$ cat config.mk
export PLATFORM = sky130hd
export DESIGN_NAME = loadable_down_counter_5bit_flat
export DESIGN_NICKNAME = d
export VERILOG_FILES = /design/src/rtl/loadable_down_counter_5bit_if.sv /design/src/rtl/loadable_down_counter_5bit.sv /design/src/flat_wrapper.sv
export SDC_FILE = /design/constraint.sdc
export NUM_CORES = 1
export LEC_CHECK = 0
export ABC_CLOCK_PERIOD_IN_PS = 2050
export BUFFER_PORTS_ARGS = -buffer_cell sky130_fd_sc_hd__buf_4
export CORE_MARGIN = 3
export CORE_UTILIZATION = 51
export CTS_CLUSTER_DIAMETER = 40
export DETAILED_ROUTE_END_ITERATION = 10
export PLACE_DENSITY = 0.85
export SYNTH_ARGS = -nofsm -noshare
export SYNTH_HDL_FRONTEND = slang
export SYNTH_SLANG_ARGS = --single-unit
$ cat constraint.sdc
create_clock -name clk -period 2.05 [get_ports clk]
set_input_delay 0.41 -clock clk [delete_from_list [all_inputs] [get_ports clk]]
set_output_delay 0.41 -clock clk [all_outputs]
set_load 0.05 [all_outputs]
$ cat src/rtl/loadable_down_counter_5bit_if.sv
// Control/status bundle for the loadable down counter.
// The master side drives load/start/en and the preset; the slave side reports count and flags.
interface loadable_down_counter_5bit_if #(
  parameter int WIDTH = 5
);
  logic             load;
  logic [WIDTH-1:0] data_in;
  logic             start;
  logic             en;
  logic [WIDTH-1:0] count;
  logic             busy;
  logic             zero;
  logic             tc;

  modport master (
    output load, data_in, start, en,
    input  count, busy, zero, tc
  );

  modport slave (
    input  load, data_in, start, en,
    output count, busy, zero, tc
  );
endinterface

$ cat src/rtl/loadable_down_counter_5bit.sv
// Loadable 5-bit down counter / one-shot timer with a registered terminal-count pulse.
// Optional periodic mode: define DOWN_COUNTER_AUTO_RELOAD_EN to reload from the shadow at terminal.
module loadable_down_counter_5bit #(
  parameter int               WIDTH     = 5,
  parameter logic [WIDTH-1:0] MIN_COUNT = '0
) (
  input  logic                         clk,
  input  logic                         rst,
  loadable_down_counter_5bit_if.slave  bus
);

  typedef enum logic [1:0] {
    IDLE  = 2'd0,
    ARMED = 2'd1,
    RUN   = 2'd2,
    DONE  = 2'd3
  } state_t;

  localparam logic [WIDTH-1:0] ONE       = {{(WIDTH-1){1'b0}}, 1'b1};
  localparam logic [WIDTH-1:0] TERM_STEP = MIN_COUNT + ONE;

  state_t           state_reg, state_next;
  logic [WIDTH-1:0] count_reg, count_next;
  logic [WIDTH-1:0] shadow_reg, shadow_next;
  logic             tc_reg, tc_next;

  always_ff @(posedge clk or posedge rst) begin
    if (rst) begin
      state_reg  <= IDLE;
      count_reg  <= MIN_COUNT;
      shadow_reg <= '0;
      tc_reg     <= 1'b0;
    end else begin
      state_reg  <= state_next;
      count_reg  <= count_next;
      shadow_reg <= shadow_next;
      tc_reg     <= tc_next;
    end
  end

  always_comb begin
    state_next  = state_reg;
    count_next  = count_reg;
    shadow_next = shadow_reg;
    tc_next     = 1'b0;

    if (bus.load) begin
      // A load while running restarts from the new value without leaving RUN.
      count_next  = bus.data_in;
      shadow_next = bus.data_in;
      state_next  = (state_reg == RUN) ? RUN : ARMED;
    end else begin
      case (state_reg)
        ARMED: begin
          if (bus.start) state_next = RUN;
        end
        RUN: begin
          if (count_reg == MIN_COUNT) begin
            // Zero preset: finish without decrementing so the count cannot wrap.
            tc_next    = 1'b1;
            state_next = DONE;
          end else if (bus.en) begin
            if (count_reg == TERM_STEP) begin
              tc_next = 1'b1;
`ifdef DOWN_COUNTER_AUTO_RELOAD_EN
              if (shadow_reg != '0) begin
                count_next = shadow_reg;
              end else begin
                count_next = MIN_COUNT;
                state_next = DONE;
              end
`else
              count_next = MIN_COUNT;
              state_next = DONE;
`endif
            end else begin
              count_next = count_reg - ONE;
            end
          end
        end
        DONE: begin
          if (bus.start) begin
            count_next = shadow_reg;
            state_next = RUN;
          end
        end
        default: ;
      endcase
    end
  end

  assign bus.count = count_reg;
  assign bus.busy  = (state_reg == RUN);
  assign bus.zero  = (count_reg == MIN_COUNT);
  assign bus.tc    = tc_reg;

endmodule

$ cat src/flat_wrapper.sv
// flat-port wrapper written by rule: the top's interface ports become plain ports
module loadable_down_counter_5bit_flat 
#(
  parameter int               WIDTH     = 5,
  parameter logic [WIDTH-1:0] MIN_COUNT = '0
)
  (clk, rst, bus_load, bus_data_in, bus_start, bus_en, bus_count, bus_busy, bus_zero, bus_tc);
  loadable_down_counter_5bit_if #(.WIDTH(WIDTH)) bus_i ();
  input  logic clk;
  input  logic rst;
  input wire logic [$bits(bus_i.load)-1:0] bus_load;
  input wire logic [$bits(bus_i.data_in)-1:0] bus_data_in;
  input wire logic [$bits(bus_i.start)-1:0] bus_start;
  input wire logic [$bits(bus_i.en)-1:0] bus_en;
  output wire logic [$bits(bus_i.count)-1:0] bus_count;
  output wire logic [$bits(bus_i.busy)-1:0] bus_busy;
  output wire logic [$bits(bus_i.zero)-1:0] bus_zero;
  output wire logic [$bits(bus_i.tc)-1:0] bus_tc;
  assign bus_i.load = bus_load;
  assign bus_i.data_in = bus_data_in;
  assign bus_i.start = bus_start;
  assign bus_i.en = bus_en;
  assign bus_count = bus_i.count;
  assign bus_busy = bus_i.busy;
  assign bus_zero = bus_i.zero;
  assign bus_tc = bus_i.tc;
  loadable_down_counter_5bit #(.WIDTH(WIDTH), .MIN_COUNT(MIN_COUNT)) u_core (.clk(clk), .rst(rst), .bus(bus_i));
endmodule
======== Word level (Yosys, flattened, before mapping) ========
Cells that the tools add are included.
storage, ports and cells
  bits in registers ....................... 13
  bits in latches ......................... 0
  RAM bits ................................ 0
  ROM bits ................................ 0
  input port bits ......................... 10
  output and inout port bits .............. 8
  word-level logic and storage cells ...... 39
  memories kept ........................... 0
operators by class
  $add $sub $neg .......................... 1
  $mul .................................... 0
  divide/modulo/power cells ............... 0
  order comparisons ....................... 0
  eq/ne operators ......................... 10
  shift-type cells ........................ 0
  mux-type cells .......................... 18
  bitwise logic cells ..................... 0
  reduce and logical (&&, ||, !) cells .... 6
operator list
  cell                                                                      count
  5-bit 2-to-1 mux                                                          5
  2-bit 2-to-1 mux                                                          6
  5-bit one-hot mux with 2 select lines                                     1
  3-bit inequality test (second input constant)                             3
  4-bit AND reduction                                                       2
  3-bit nonzero test                                                        2
  5-bit by 1-bit equality test with 1-bit output (second input constant)    1
  5-bit zero test                                                           1
  1-bit 2-to-1 mux                                                          5
  5-bit by 1-bit subtractor with 5-bit output (second input constant)       1
  2-bit equality test (second input constant)                               2
  4-bit by 2-bit inequality test with 1-bit output (second input constant)  1
  4-bit by 3-bit inequality test with 1-bit output (second input constant)  1
  2-bit one-hot mux with 2 select lines                                     1
  3-bit by 1-bit inequality test with 1-bit output (second input constant)  1
  2-bit by 1-bit equality test with 1-bit output (second input constant)    1
  2-bit OR reduction                                                        1

======== Longest topological paths before layout ========
Gate-level depths: netlist of run 1.
  depth after elaboration ................. 6
  mapped depth ............................ 6
  depth with buffers taken out ............ 6

======== Worst setup path before layout of run 1 ========
No wires, ideal clock.
  path kind ............................... reg2out
  start ................................... reg u_core.count_reg[1] (netlist: u_core.bus.count[1])
  end ..................................... out bus_zero
  data arrival time ....................... 1.688 ns
  required time ........................... 1.640 ns
  path slack .............................. -0.048 ns
  stages on the path, launching flop included .. 5
  path buffers ............................ 0
  path through ............................ dfrtp_1 -> inv_1 -> ha_1 -> or4b_4 -> inv_1
on the way
  cells in the longest elaborated chain, start to end .. 1
ends and longest elaborated chain
  element                 RTL line                          source
  start, declared         loadable_down_counter_5bit.sv:23  logic [WIDTH-1:0] count_reg, count_next;
  start signal, assigned  loadable_down_counter_5bit.sv:35  count_reg <= count_next;
  5-bit zero test         loadable_down_counter_5bit.sv:94  assign bus.zero = (count_reg == MIN_COUNT);
  end, declared           flat_wrapper.sv:17                output wire logic [$bits(bus_i.zero)-1:0] bus_zero;
Every way passes these cells.

======== Final worst setup path of run 1 ========
Same ends and word-level chain as after synthesis.

==> results of run 1 <==
[final timing paths]
kind,start,endpoint,slack [ns],cells past startpoint
worst max-delay path,u_core.bus.count[1],bus_zero,0.05,5
worst min-delay path,rst,u_core.shadow_reg[0],0.16,2
worst max register to register,u_core.bus.count[1],u_core.bus.count[1],0.13,6
worst min register to register,u_core.shadow_reg[4],u_core.shadow_reg[4],0.51,1
max in group asynchronous,rst,u_core.bus.count[1],1.51,2
min in group clk,bus_data_in[2],u_core.bus.count[2],0.35,3
[logic make-up (layout without fill, tap and decap cells)]
logic type,after synthesis,in the layout
AND/OR/NAND/NOR,29,29
AO/OA/AOI/OAI,20,20
flip-flops,13,13
buffers and inverters,13,38
multiplexers,6,6
adder cells (fa/ha/maj),3,3
XOR/XNOR,1,1
[synthesized netlist by cell type]
cell	count
sky130_fd_sc_hd__nor3b_1	1
sky130_fd_sc_hd__a221oi_1	1
sky130_fd_sc_hd__and3b_1	1
sky130_fd_sc_hd__o22ai_1	1
sky130_fd_sc_hd__and2_1	1
sky130_fd_sc_hd__a21oi_1	7
sky130_fd_sc_hd__nand3_1	3
sky130_fd_sc_hd__ha_1	3
sky130_fd_sc_hd__o41ai_1	1
sky130_fd_sc_hd__and3_1	1
sky130_fd_sc_hd__inv_1	8
sky130_fd_sc_hd__buf_6	1
sky130_fd_sc_hd__o21ai_0	4
sky130_fd_sc_hd__o311ai_1	1
sky130_fd_sc_hd__o31ai_1	1
sky130_fd_sc_hd__or4b_4	1
sky130_fd_sc_hd__nand2_1	4
sky130_fd_sc_hd__nor2_1	6
sky130_fd_sc_hd__nand2b_1	2
sky130_fd_sc_hd__o211ai_1	2
sky130_fd_sc_hd__or3_1	1
sky130_fd_sc_hd__nor2b_1	4
sky130_fd_sc_hd__clkbuf_1	4
sky130_fd_sc_hd__a32oi_1	1
sky130_fd_sc_hd__nor3_1	3
sky130_fd_sc_hd__dfrtp_1	13
sky130_fd_sc_hd__xor2_1	1
sky130_fd_sc_hd__nor4b_1	1
sky130_fd_sc_hd__mux2i_1	2
sky130_fd_sc_hd__a21o_1	1
sky130_fd_sc_hd__mux2_2	4
[power breakdown]
part | switching (uW) | internal, uW | leakage, uW | total [uW]
Combinational | 316 | 229 | 0.000315 | 545
Clock | 84.4 | 75.3 | 0.0000150 | 160
Sequential | 54.8 | 304 | 0.000155 | 358
[cell usage in the layout, fill, tap and decap left out]
cell,Yosys,layout
sky130_fd_sc_hd__a221oi_1,1,1
sky130_fd_sc_hd__clkbuf_4,0,3
sky130_fd_sc_hd__ha_4,0,1
sky130_fd_sc_hd__nor2b_1,4,4
sky130_fd_sc_hd__and2_1,1,1
sky130_fd_sc_hd__nor3b_1,1,1
sky130_fd_sc_hd__or3_1,1,1
sky130_fd_sc_hd__o41ai_1,1,1
sky130_fd_sc_hd__nand2_1,4,4
sky130_fd_sc_hd__and3_1,1,1
sky130_fd_sc_hd__o21ai_0,4,4
sky130_fd_sc_hd__a32oi_1,1,1
sky130_fd_sc_hd__a21o_1,1,1
sky130_fd_sc_hd__buf_8,0,1
sky130_fd_sc_hd__dfrtp_1,13,11
sky130_fd_sc_hd__nand2b_1,2,2
sky130_fd_sc_hd__o31ai_1,1,1
sky130_fd_sc_hd__clkbuf_1,4,1
sky130_fd_sc_hd__inv_2,0,3
sky130_fd_sc_hd__nor3_1,3,3
sky130_fd_sc_hd__nand3_1,3,3
sky130_fd_sc_hd__dfrtp_2,0,2
sky130_fd_sc_hd__o211ai_1,2,2
sky130_fd_sc_hd__mux2_2,4,4
sky130_fd_sc_hd__o22ai_1,1,1
sky130_fd_sc_hd__a21oi_1,7,7
sky130_fd_sc_hd__nor4b_1,1,1
sky130_fd_sc_hd__ha_1,3,2
sky130_fd_sc_hd__buf_4,0,25
sky130_fd_sc_hd__mux2i_1,2,2
sky130_fd_sc_hd__and3b_1,1,1
sky130_fd_sc_hd__inv_1,8,5
sky130_fd_sc_hd__or4b_4,1,1
sky130_fd_sc_hd__nor2_1,6,6
sky130_fd_sc_hd__xor2_1,1,1
sky130_fd_sc_hd__o311ai_1,1,1
[metal layers]
metal  vias up  wire length [um]  GRT usage
met5         -                 0          0
met4         0                47    0.08772
met3         6               107    0.02390
met2        30               853     0.3305
met1       334               794     0.2231
li1        348                 -          -
[per-stage QoR]
stage | cell area (um^2) | hold WS (ns)
finish | 1018 | 0.1610
global route | 1018 | 0.1842
CTS | 964.7 | 0.1758
detailed placement | 919.6 | 0.4810
global placement | 919.6 | 0.4708
floorplan | 784.5 | 0.2868
[area by class of cell]
type,instances,share of cell area
sequential,13,0.3219
inverter,8,0.02948
multi-input combinational,59,0.4054
clock buffer,4,0.02580
timing repair buffer,26,0.1990
tap,15,0.01843
[repair_timing]
action	CTS	global route
endpoints found under the setup margin	1	1
pin swaps	0	0
resized for setup	3	4
setup buffers	2	5
==> results.txt, run 1 <==
The count of non-filler cells in the finished layout came out at 125. Among the stages of the critical path, the cell type that occurs most often is sky130_fd_sc_hd__inv_2. The cell class contributing the biggest share of worst-path delay is simple AND/OR/NAND/NOR gates.

The post-synthesis adder-cell area fraction is 0.04800. The number of antenna violations at the first check in global routing was 0. The congestion estimate from routability-driven global placement came to 0.7933. On the critical path, the stage with the largest delay is an instance of sky130_fd_sc_hd__or4b_4. The number of maximum-capacitance violations is 0. The biggest area contributor in the post-synthesis netlist is sky130_fd_sc_hd__dfrtp_1. In the finished design, the share of the clock period the worst path needs comes to 0.9776.

The total routing usage reported by global routing is 0.1876. The number of failing hold endpoints at the final stage is 0. OpenSTA, run right after detailed placement, puts the worst setup slack at 0.08232 ns. The buffer depth of the longest clock path came out at 2.

The final antenna-violating net count is 0. The setup TNS is 0 ns. The synthesized cell area came out at 782.0 um^2. Traced cell by cell, the critical path runs through inv_2, ha_4, or4b_4, inv_2, buf_8. The area of the die came out at 2039 um^2. The sink count of the clock tree is 13. The longest individual stage delay on the worst path is 0.47 ns. The time the final worst path needs with I/O delays and setup is 2.004 ns.

The sequential standard cell area came out at 327.8 um^2. Setup violations remaining at the end of the flow were counted as 0. The number of buffers added on ports came out at 17. The basic-gate share of the synthesized area counting and, or, nand and nor cells came out at 0.2080. The total instance count after detailed placement came out at 114.

The slew at the pin with the worst max-slew slack came out at 0.5655 ns. The net count of the finished layout is 124. The largest fanout of any net on the critical path came out at 3.

The number of top-level pins is 18. Compared with the post-synthesis result, the final layout area differs by 30.24%. The share of synthesized area in the top cell type comes to 0.4160. The number of warnings printed during yosys synthesis is 0. Measured along the y axis, the die boundary spans 45.16 um. The number of diodes came out at 0.

The clock transition at the registers of the reported paths came out at 0.08 ns. The worst-case IR drop observed on VDD is 0.0006136 V. The area fraction in compound gates after synthesis came out at 0.1616. The worst pin sits at a relative slew slack of 0.6177. The run finished with clean final reports. For this design, the CTS-stage hold fixing added 0 buffers. STA classifies the critical path startpoint as a flop. The initial standard-cell utilization of the core is 0.5723. The final clock skew is 0.004759 ns.

The global-route wire length before repair came out at 2.787 mm. The share of final-layout standard cells stronger than drive strength 1 is 0.3636. The number of filler instances in the final layout came out at 96.

In the routed layout, each cell is associated on average with a via count of 5.744. Summing all multi-input logic gate instances after layout gives 412.9 um^2. Sorting the synthesized cells by area gives the leading types as sky130_fd_sc_hd__dfrtp_1, sky130_fd_sc_hd__mux2_2, sky130_fd_sc_hd__ha_1. The latest clock arrival within the worst-skew pair is 0.27 ns.

STA classifies the critical path endpoint as a primary output. The critical setup path kind is flop to primary output. After synthesis, the largest family of logic cells by area is simple AND/OR/NAND/NOR gates. The CTS H-tree depth is 1. The xor-xnor portion of the synthesized cell area is 0.01120. For this run, design rule violations remaining after detail routing come to 0. The number of placement rows is 13.

The post-layout worst setup margin came out at 0.04591 ns. The count of final max-slew check failures was 0. The number of buffers added by the clock tree synthesis step came out at 3. The die outline width came out at 45.16 um.

TritonCTS built the clock tree. Overall power consumption after layout is estimated at 1064 uW. The cell area power density came out at 1044 nW/um^2.

The routed wire length is 1.803 mm. The post-synthesis cell type count is 31. The half-perimeter wire length after placement is 1.181 mm. The register bit count reported by yosys came out at 13.

The number of detailed-route iterations in the first pass came out at 4. The leakage power summed over all cells came out at 0.0004845 uW. At the end of the flow the core is filled with cells to 0.7454.

Entering global routing, the biggest net connects 21 pins. For the worst setup path, the data arrival time is 1.59 ns. The sequential-to-total area share from yosys stat came out at 0.4160.

The classification of the worst-slack hold path is primary input to asynchronous set/reset pin. The tree is rooted in a sky130_fd_sc_hd__clkbuf_4. The placeable core region came out at 1366 um^2. The number of DRC markers after the initial detailed-route iteration came out at 27.

The highest achievable clock rate came out at 0.4990 GHz. The cell count after synthesis came out at 85. The total congestion overflow after global routing came out at 0. The multiplexer area fraction after synthesis came out at 0.08320. The via count of the routed design came out at 718. The number of global-route vias before repair was 677. The count of buffering cells on the critical path with inverters included came out at 3.

The number of nets handed over by synthesis was 98. The average footprint of a synthesized cell is 9.200 um^2. The mean routed wirelength per cell is 14.42 um. At the worst endpoint, the required time is 1.64 ns.
Note: power is estimated with default switching activity, not from simulation.
==> run 2: changes to the inputs <==
Settings changed: ABC_CLOCK_PERIOD_IN_PS 2050 to 2220.
Clock period 2.05 ns to 2.22 ns, I/O delays scaled along.
==> results.txt, run 2 (synthesis results as in run 1) <==
The clock transition at the registers of the reported paths came to 0.09 ns (about the same). The required time of the critical path is 1.78 ns (+0.14 ns). The arrival time reported for the critical path endpoint is 1.72 ns (+0.13 ns).

The core utilization of the finished layout was 0.6804 (-0.06502). The worst setup path is captured at a primary output. The total routing usage reported by global routing came out at 0.1680 (-0.01956). The number of DRC markers after the initial detailed-route iteration is 13 (-52%). The area of the die came to 2039 um^2 (unchanged). The maximum number of pins on one net before global-route repair came to 21 (unchanged). The final clock skew came out at 0.01218 ns (+0.007424 ns). The via count of the routed design came out at 670 (-6.7%). The number of antenna violations at the first check in global routing came out at 0 (unchanged). The total congestion overflow after global routing came out at 0 (unchanged). The time the final worst path needs with I/O delays and setup came out at 2.160 ns.

The flow ran to the end, and the final reports show no timing, DRC or antenna violations. The number of setup buffers added after CTS was 0 (-2). The number of buffers added on ports came to 17 (unchanged). The sink count of the clock tree is 13 (unchanged).

The count of final max-slew check failures was 0 (unchanged). The end of the worst register-to-register path is u_core.bus.count[1]. The total instance count after detailed placement came out at 112 (-1.8%). The worst supply voltage drop on vdd came out at 0.0005378 V (-12%). The final-stage net count was 115 (-7.3%). The worst slew margin relative to its limit came out at 0.6561 (+0.03836). The buffer depth of the longest clock path is 2 (unchanged).

The number of gates resized after cts is 0 (-3). Traced cell by cell, the critical path runs through inv_1, ha_1, or4b_4, inv_1, buf_4. The slew at the pin with the worst max-slew slack is 0.5087 ns (-0.05674 ns). The number of cells on the worst reg-to-reg path came out at 6 (unchanged).

The area growth from synthesis to final layout came out at 18.88%. The final count of negative-setup-slack endpoints is 0 (unchanged). The cell area power density is 966.2 nW/um^2 (-7.5%). The count of non-filler cells in the finished layout is 116 (-7.2%). The number of detailed-route iterations in the first pass is 4 (unchanged). The leakage power summed over all cells is 0.0004438 uW (-8.4%).

The die span in y came out at 45.16 um (unchanged). The longest individual stage delay on the worst path is 0.47 ns (about the same). The setup TNS is 0 ns (unchanged). The die outline width was 45.16 um (unchanged). The library cells used most frequently in the layout, excluding fill and tap cells, are sky130_fd_sc_hd__buf_4, sky130_fd_sc_hd__dfrtp_1, sky130_fd_sc_hd__inv_1. The total DRC errors in the routed layout came out at 0 (unchanged). The number of top-level pins came to 18 (unchanged). The CTS H-tree depth is 1 (unchanged). The tree is rooted in a sky130_fd_sc_hd__clkbuf_4. The number of global-route vias before repair is 619 (-8.6%). The number of placement rows is 13 (unchanged). Setup repair after global routing left no endpoint under its margin. The critical setup path kind is flop to primary output.

The placeable core region was 1366 um^2 (unchanged). The number of diodes is 0 (unchanged). Leaving out fill and tap cells, the most frequent cell in the layout is sky130_fd_sc_hd__buf_4. The minimum setup slack among reg-to-reg paths came out at 0.24 ns (+0.11 ns). The final antenna-violating net count is 0 (unchanged). The number of maximum-capacitance violations was 0 (unchanged). The cell type of the slowest stage on the worst timing path is sky130_fd_sc_hd__or4b_4. The half-perimeter wire length after placement is 1.164 mm (-1.4%). The last weighted congestion value of the routability-driven placer is 0.7761 (-2.2%).

The launch instance of the worst register-to-register path is u_core.bus.count[0]. The post-layout worst setup margin came out at 0.05951 ns (+0.01360 ns). The via density per instance was 5.776 (+0.55%).

The largest fanout of any net on the critical path came out at 6 (+3). The number of failing hold endpoints at the final stage is 0 (unchanged). The latest clock arrival within the worst-skew pair is 0.27 ns (about the same). The classification of the worst-slack hold path is primary input to asynchronous set/reset pin.

The minimum hold slack came out at 0.1867 ns (+0.02567 ns). The worst setup path is launched from a flop. The global-route wire length before repair came to 2.546 mm (-8.6%). The initial standard-cell utilization of the core came out at 0.5723 (unchanged).

The clock tree from TritonCTS is done. The highest achievable clock rate came out at 0.4629 GHz. The worst slack after detailed placement was 0.2772 ns (+0.1949 ns). The hold buffer count at cts came out at 0 (unchanged).

The portion of the clock cycle consumed by the worst path in the final layout came out at 0.9732. The share of final-layout standard cells stronger than drive strength 1 is 0.2574 (-0.1062). The number of buffers added by the clock tree synthesis step is 3 (unchanged).

The most numerous cell type found on the critical path is sky130_fd_sc_hd__inv_1. The mean routed wirelength per cell came out at 13.68 um (-5.2%). The routed wire length came out at 1.587 mm (-12%).
-- run 2: layer usage --
| metal | GRT usage | vias up | wire length [um] |
|---|---|---|---|
| li1 | - | 333 | - |
| met2 | 0.2684 | 20 | 747 |
| met1 | 0.2283 | 315 | 740 |
| met3 | 0.02390 | 2 | 85 |
| met5 | 0 | - | 0 |
| met4 | 0.06433 | 0 | 13 |
-- run 2: cell type report --
type / count / area [um^2]
sequential: 13 / 326.6
inverter: 8 / 30.03
multi-input combinational: 59 / 400.4
fill: 115 / 436.7
tap: 15 / 18.77
clock buffer: 4 / 26.28
timing repair buffer: 17 / 127.6
-- run 2: power by group --
part / switching [uW] / total [uW] / internal (uW) / leakage (uW)
clock: 72.6 / 142 / 69.4 / 0.0000150
sequential: 72.7 / 352 / 279 / 0.000156
combinational: 247 / 404 / 157 / 0.000273
-- run 2: worst max-delay path by stage --
stage | from | end | slack, ns | depth (start not counted)
6_report | u_core.bus.count[0] | bus_zero | 0.06 | 5
5_1_grt | u_core.bus.count[1] | bus_zero | 0.003 | 5
4_1_cts | u_core.bus.count[0] | bus_zero | 0.06 | 5
3_5_place_dp | u_core.bus.count[0] | u_core.bus.count[1] | 0.28 | 6
3_3_place_gp | u_core.bus.count[0] | u_core.bus.count[1] | 0.34 | 6
2_1_floorplan | u_core.bus.count[1] | bus_zero | 0.09 | 4
-- run 2: worst max-delay path: cells and delay by family (launching register included) --
| family | cells | cell delay [ns] |
|---|---|---|
| flip-flops | 1 | 0.45 |
| buffers and inverters | 3 | 0.35 |
| adder cells (fa/ha/maj) | 1 | 0.17 |
| AND/OR/NAND/NOR | 1 | 0.47 |
-- run 2: through the flow --
stage | cell area (um^2) | power (uW)
final | 929.6 | 898.2
after global routing | 929.6 | 954.1
after CTS | 928.4 | 897.7
after detailed placement | 902.1 | 754.1
after global placement | 902.1 | 742.6
after floorplan | 782.0 | 653.0
